==> config.mk <==
export PLATFORM = sky130hd
export DESIGN_NAME = mul_dispatcher
export DESIGN_NICKNAME = d
export VERILOG_FILES = /design/src/rtl/mul_disp_pkg.sv /design/src/rtl/mul_disp_fifo.sv /design/src/rtl/mul_dispatcher.sv
export SDC_FILE = /design/constraint.sdc
export NUM_CORES = 1
export LEC_CHECK = 0
export CAP_MARGIN = 10
export CORE_MARGIN = 10
export CORE_UTILIZATION = 40
export CTS_CLUSTER_DIAMETER = 30
export DETAILED_ROUTE_END_ITERATION = 10
export DONT_BUFFER_PORTS = 1
export PLACE_DENSITY = 0.54
export SLEW_MARGIN = 20
export SYNTH_ARGS = -nofsm -noshare
export SYNTH_HDL_FRONTEND = slang
export SYNTH_SLANG_ARGS = --single-unit
==> constraint.sdc <==
create_clock -name clk -period 4 [get_ports clk]
set_input_delay 0.8 -clock clk [delete_from_list [all_inputs] [get_ports clk]]
set_output_delay 0.8 -clock clk [all_outputs]
set_load 0.01 [all_outputs]
==> src/rtl/mul_disp_pkg.sv <==
// Shared constants and types for the Booth-multiplier command dispatcher.
// FSM encodings stay as plain 2-bit constants so legacy tooling can decode them.
package mul_disp_pkg;

  localparam int OP_W        = 32;
  localparam int RES_W       = 64;
  localparam int DEF_DEPTH   = 4;
  localparam int DEF_TIMEOUT = 64;

  localparam logic [1:0] ST_IDLE   = 2'd0;
  localparam logic [1:0] ST_LAUNCH = 2'd1;
  localparam logic [1:0] ST_WAIT   = 2'd2;
  localparam logic [1:0] ST_CLEAR  = 2'd3;

  // Operand pair as stored in the FIFO; a sits in the upper half.
  typedef struct packed {
    logic [OP_W-1:0] a;
    logic [OP_W-1:0] b;
  } operand_t;

endpackage

==> src/rtl/mul_disp_fifo.sv <==
// Operand-pair FIFO: write visible at the head one cycle after the accept edge.
// Backpressure via wr_rdy_o, a registered not-full that is 0 in reset.
import mul_disp_pkg::*;

module mul_disp_fifo #(
  parameter int W     = 2 * OP_W,
  parameter int DEPTH = DEF_DEPTH
) (
  input  logic                     clk_i,
  input  logic                     rst_ni,
  input  logic                     wr_vld_i,
  input  logic [W-1:0]             wr_dat_i,
  output logic                     wr_rdy_o,
  input  logic                     rd_i,
  output logic [W-1:0]             rd_dat_o,
  output logic                     empty_o,
  output logic [$clog2(DEPTH):0]   count_o
);

  localparam int AW = $clog2(DEPTH);
  localparam int CW = AW + 1;
  localparam logic [CW-1:0] FULL_CNT = CW'(DEPTH);

  logic [W-1:0]    mem_q [DEPTH];
  logic [AW-1:0]   wr_ptr_q, wr_ptr_d;
  logic [AW-1:0]   rd_ptr_q, rd_ptr_d;
  logic [CW-1:0]   count_q, count_d;
  logic            rdy_q, rdy_d;
  logic            do_wr, do_rd;

  assign do_wr = wr_vld_i & rdy_q;
  assign do_rd = rd_i & (count_q != '0);

  always_comb begin
    wr_ptr_d = wr_ptr_q;
    rd_ptr_d = rd_ptr_q;
    count_d  = count_q;
    if (do_wr) wr_ptr_d = wr_ptr_q + AW'(1);
    if (do_rd) rd_ptr_d = rd_ptr_q + AW'(1);
    case ({do_wr, do_rd})
      2'b10:   count_d = count_q + CW'(1);
      2'b01:   count_d = count_q - CW'(1);
      default: count_d = count_q;
    endcase
    // Ready is registered off next occupancy, so write and pop never meet at full.
    rdy_d = (count_d != FULL_CNT);
  end

  always_ff @(posedge clk_i or negedge rst_ni) begin
    if (!rst_ni) begin
      wr_ptr_q <= '0;
      rd_ptr_q <= '0;
      count_q  <= '0;
      rdy_q    <= 1'b0;
    end else begin
      wr_ptr_q <= wr_ptr_d;
      rd_ptr_q <= rd_ptr_d;
      count_q  <= count_d;
      rdy_q    <= rdy_d;
    end
  end

  always_ff @(posedge clk_i) begin
    if (do_wr) mem_q[wr_ptr_q] <= wr_dat_i;
  end

  assign rd_dat_o = mem_q[rd_ptr_q];
  assign empty_o  = (count_q == '0);
  assign count_o  = count_q;
  assign wr_rdy_o = rdy_q;

endmodule

==> src/rtl/mul_dispatcher.sv <==
// Queues operand pairs and runs them one at a time on the multiplier start/done/clear handshake, with a watchdog.
// Launch 2 cycles after accept, result 1 cycle after done; no launch while a result is stuck on out_ready=0.
import mul_disp_pkg::*;

module mul_dispatcher #(
  parameter int DEPTH   = DEF_DEPTH,
  parameter int TIMEOUT = DEF_TIMEOUT
) (
  input  logic                    clk,
  input  logic                    reset_n,
  input  logic                    in_valid,
  output logic                    in_ready,
  input  logic [OP_W-1:0]         in_a,
  input  logic [OP_W-1:0]         in_b,
  output logic                    out_valid,
  input  logic                    out_ready,
  output logic [RES_W-1:0]        out_result,
  output logic                    out_err,
  output logic [OP_W-1:0]         mul_multiplier,
  output logic [OP_W-1:0]         mul_multiplicand,
  output logic                    mul_op_start,
  output logic                    mul_op_clear,
  input  logic                    mul_op_done,
  input  logic [RES_W-1:0]        mul_result,
  output logic                    busy,
  output logic [$clog2(DEPTH):0]  fifo_count
);

  localparam int WD_W = $clog2(TIMEOUT) + 1;
  localparam logic [WD_W-1:0] WD_LAST = WD_W'(TIMEOUT - 1);

  logic [1:0]        state_q, state_d;
  logic [WD_W-1:0]   wd_q, wd_d;
  logic [OP_W-1:0]   opa_q, opa_d;
  logic [OP_W-1:0]   opb_q, opb_d;
  logic [RES_W-1:0]  res_q, res_d;
  logic              err_q, err_d;
  logic              vld_q, vld_d;

  logic              fifo_empty;
  logic              fifo_pop;
  logic [2*OP_W-1:0] fifo_rd_dat;
  operand_t          head;
  logic              wd_hit;

  mul_disp_fifo #(
    .W     (2 * OP_W),
    .DEPTH (DEPTH)
  ) u_fifo (
    .clk_i    (clk),
    .rst_ni   (reset_n),
    .wr_vld_i (in_valid),
    .wr_dat_i ({in_a, in_b}),
    .wr_rdy_o (in_ready),
    .rd_i     (fifo_pop),
    .rd_dat_o (fifo_rd_dat),
    .empty_o  (fifo_empty),
    .count_o  (fifo_count)
  );

  assign head   = operand_t'(fifo_rd_dat);
  assign wd_hit = (wd_q == WD_LAST);

  always_comb begin
    state_d  = state_q;
    wd_d     = wd_q;
    opa_d    = opa_q;
    opb_d    = opb_q;
    fifo_pop = 1'b0;
    case (state_q)
      ST_IDLE: begin
        // Only launch when the result slot is free or frees on this edge.
        if (!fifo_empty && (!vld_q || out_ready)) begin
          opa_d   = head.a;
          opb_d   = head.b;
          state_d = ST_LAUNCH;
        end
      end
      ST_LAUNCH: state_d = ST_WAIT;
      ST_WAIT: begin
        wd_d = wd_q + WD_W'(1);
        if (mul_op_done || wd_hit) begin
          fifo_pop = 1'b1;
          state_d  = ST_CLEAR;
        end
      end
      ST_CLEAR: begin
        wd_d    = '0;
        state_d = ST_IDLE;
      end
      default: state_d = ST_IDLE;
    endcase
  end

  always_comb begin
    vld_d = vld_q;
    res_d = res_q;
    err_d = err_q;
    if (vld_q && out_ready) vld_d = 1'b0;
    // Done beats the watchdog when both land on the same cycle.
    if (fifo_pop) begin
      vld_d = 1'b1;
      if (mul_op_done) begin
        res_d = mul_result;
        err_d = 1'b0;
      end else begin
        res_d = '0;
        err_d = 1'b1;
      end
    end
  end

  always_ff @(posedge clk or negedge reset_n) begin
    if (!reset_n) begin
      state_q <= ST_IDLE;
      wd_q    <= '0;
      opa_q   <= '0;
      opb_q   <= '0;
      res_q   <= '0;
      err_q   <= 1'b0;
      vld_q   <= 1'b0;
    end else begin
      state_q <= state_d;
      wd_q    <= wd_d;
      opa_q   <= opa_d;
      opb_q   <= opb_d;
      res_q   <= res_d;
      err_q   <= err_d;
      vld_q   <= vld_d;
    end
  end

  assign mul_multiplier   = opa_q;
  assign mul_multiplicand = opb_q;
  assign mul_op_start     = (state_q == ST_LAUNCH) || (state_q == ST_WAIT);
  assign mul_op_clear     = (state_q == ST_CLEAR);
  assign out_valid        = vld_q;
  assign out_result       = res_q;
  assign out_err          = err_q;
  assign busy             = (state_q != ST_IDLE) || !fifo_empty;

endmodule

==> metrics.yaml <==
sta:
  fin_tns_setup_ns: 0
  finClkSkew_ns: 0.0205
  finalHoldViolCount: 147
  worstMarginPinSlew_ns: 1.00
  fin_crit_sh_pct: 74.4
  setup_ws_ns: 1.03
  slew_headroom_pct: 33.3
  max_freq_mhz: 336
  finalSetupViolCount: 0
  holdWs_ns: -0.103
  drv_slew: 0
  rsz0062_at_grt: "no"
  finalCriticalPeriod_ns: 2.97
outcome:
  failed_checks: "hold timing"
  status: "complete, but fails checks"
clock_tree:
  worstSkewPairLatency_ns: 0.61
  cts_buffer_depth: 3
  cts_made_buffers: 89
  cts_tree: "done"
  root_buffer: "clkbuf_16"
  clkSinkCount: 403
  cts_htree_levels: 3
  clk_pin_slew_ns: 0.05
  postCtsSetupRepairBufs: 0
  cts_resized: 0
power:
  power.leakage_nw: 7.25
  ir_drop_uv: 489
  p_per_area_nw_per_um2: 932
critical_path:
  arrival_ns: 3.45
  setup.worst_path.class: "register to register"
  start_kind: "register"
  cp.required_ns: 4.47
  worst_path_max_delay_cell: "or3_2"
  crit_chain: "inv_1 -> ha_1 -> nand2_1 -> or3_2 -> a21oi_2 -> ha_1 -> inv_1 -> fa_1 -> xor2_1 -> nor2_1 -> xor2_1 -> nand2_1"
  end_kind: "register"
  slowest_delay_ns: 0.46
  cp_max_fo: 11
logic_synthesis:
  ys_seq_elements: 403
  netlist_instances: 841
  syn_nets: 984
  yosysUniqueCellTypes: 33
  synth.avg_cell_area_um2: 18.0
  ys_seq_area_share_pct: 74.9
  yosysWarningCount: 0
  syn-cell-area_um2: 15200
floorplan:
  core_um2: 37600
  num_rows: 71
  die_x_um: 215
  fp.dieH_um: 215
  io_pins: 270
  start_util_pct: 40.4
  die-area_um2: 46100
grt:
  grt_max_degree: 148
  grt_usage_pct: 15.3
  grt_pass1_vias: 8250
  grt_pass1_wl_mm: 53.7
  grt_antenna_before_repair: 0
  grt-ovfl-total: 0
cells_and_area:
  areaGrowthSynthToFinish_pct: 24.8
  final_common_cell: "edfxtp_1"
  drive_gt1_share_pct: 32.4
  final_cell_mix: "edfxtp_1 (256), dfrtp_1 (145), nand2_1 (134), clkbuf_16 (91)"
  fin_nets: 1046
  n_antenna_cell: 0
  fillCellCount: 3064
placed_design:
  hpwl_mm: 20.9
  place_congestion: 0.808
  place_ws_ns: 1.03
  io_buffer_count: 0
min_path:
  hp-class: "input pin to asynchronous set/reset pin"
route:
  drt_wl_total_mm: 35.0
  routedWlPerCell_um: 23.5
  vias: 7598
  drt_iter0_drc: 529
  drtPass1Iterations: 4
  remaining_drc_errors: 0
  avgViaCountPerCell: 5.10
  detail-route-antenna-nets: 0
flow_run:
  max-cap-violations: 0
-- cell type report --
type	instances	area, um2	share of cell area [%]
clock inverters	58	807	4.26
multi-input cells	386	3520	18.6
clock buffers	109	2420	12.8
flip-flops and latches	403	11400	60.1
well taps	511	639	3.38
inverters	9	33.8	0.178
repair buffers	14	143	0.753
-- routing by layer --
metal  track usage [%]  part of all wire [%]  vias to the layer above
met1              17.7                    39                     3920
met5                 0                     0                        -
li1                  -                     -                     3335
met4              6.00                   2.0                        0
met2              23.7                    48                      293
met3              7.77                    12                       50
-- Yosys cell counts --
master    number  share of area (%)
edfxtp_1     256                 51
nand3_2        4               0.26
xnor2_1        4               0.23
buf_1          9               0.22
mux2_1         2               0.15
o31a_1         1              0.058
clkbuf_1      11               0.27
inv_1          9               0.22
buf_6         15                1.1
nor2_1        10               0.25
a21oi_2        3               0.17
xor2_1         7               0.40
nand4_1        3               0.12
mux4_2        64                9.5
and3_1         5               0.21
o22a_1         1              0.058
nand2_1      135                3.3
nand2_2        1              0.041
mux2i_1        2               0.13
o21ai_0        3              0.099
fa_1           1               0.13
ha_1           9               0.74
or2_2          1              0.041
nor3_2         1              0.066
or3_1          1              0.041
buf_2          8               0.26
nor3b_1        1              0.049
mux2_2        64                4.8
and2_1         1              0.041
nor2b_1        1              0.041
dfrtp_1      147                 24
nand3_1       60                2.0
nand4_2        1              0.082
-- per-stage QoR --
step / power, mW / area (um2) / instances / hold WS [ns] / utilization, %
6_report: 17.7 / 18900 / 1490 / -0.103 / 50.4
3_5_place_dp: 10.2 / 15700 / 1323 / 0.509 / 41.8
5_1_grt: 18.6 / 18900 / 1490 / -0.134 / 50.4
2_1_floorplan: 9.17 / 15200 / 841 / 0.498 / -
4_1_cts: 18.0 / 18900 / 1490 / -0.143 / 50.4
3_3_place_gp: 10.1 / 15700 / 1323 / 0.509 / 41.8
-- worst paths after layout --
path,cells past startpoint,slack [ns],startpoint,to
worst max-delay path,12,1.03,state_q[0]$_DFFE_PN0P_,u_fifo.wr_rdy_o$_DFF_PN0_
worst min-delay path,0,-0.10,reset_n,out_result[18]$_DFFE_PN0P_
worst max register to register,12,1.03,state_q[0]$_DFFE_PN0P_,u_fifo.wr_rdy_o$_DFF_PN0_
worst min register to register,1,0.54,u_fifo.wr_ptr_q[0]$_DFFE_PN0P_,u_fifo.wr_ptr_q[0]$_DFFE_PN0P_
max in group asynchronous,0,3.77,reset_n,u_fifo.rd_ptr_q[0]$_DFFE_PN0P_
min in group clk,0,0.28,in_b[24],u_fifo.mem_q[0][24]$_DFFE_PP_
-- critical path, delay by kind of cell, from the launching register on --
kind                     cells  cell delay (ns)
AO/OA/AOI/OAI                1             0.19
XOR/XNOR                     2             0.33
adder cells (fa/ha/maj)      3             1.00
buffers and inverters        2             0.15
flip-flops                   1             0.39
AND/OR/NAND/NOR              4             0.80
-- logic make-up (layout without fill, tap and decap cells) --
family,after synthesis,in the layout,share of synthesized area (%)
fa+ha+maj,10,10,0.874
buf+inv,52,190,2.09
compound gates,8,8,0.388
mux,132,132,14.5
simple gates,225,225,6.56
xor+xnor,11,11,0.635
flops,403,403,74.9
-- flip-flops by register name (all words and copies together), names as in the netlist, 2 cells and up --
register,flops
u_fifo.wr_ptr_q,2
u_fifo.rd_ptr_q,2
wd_q,7
u_fifo.count_o,3
state_q,2
u_fifo.mem_q,256
mul_multiplicand,32
mul_multiplier,32
out_result,64
-- power by group --
part	internal [mW]	switching (mW)	leakage [nW]
registers	5.73	1.29	4.13
clock network	5.26	2.39	1.54
logic	1.57	1.41	1.58
Note: power is estimated with default switching activity, not from simulation.
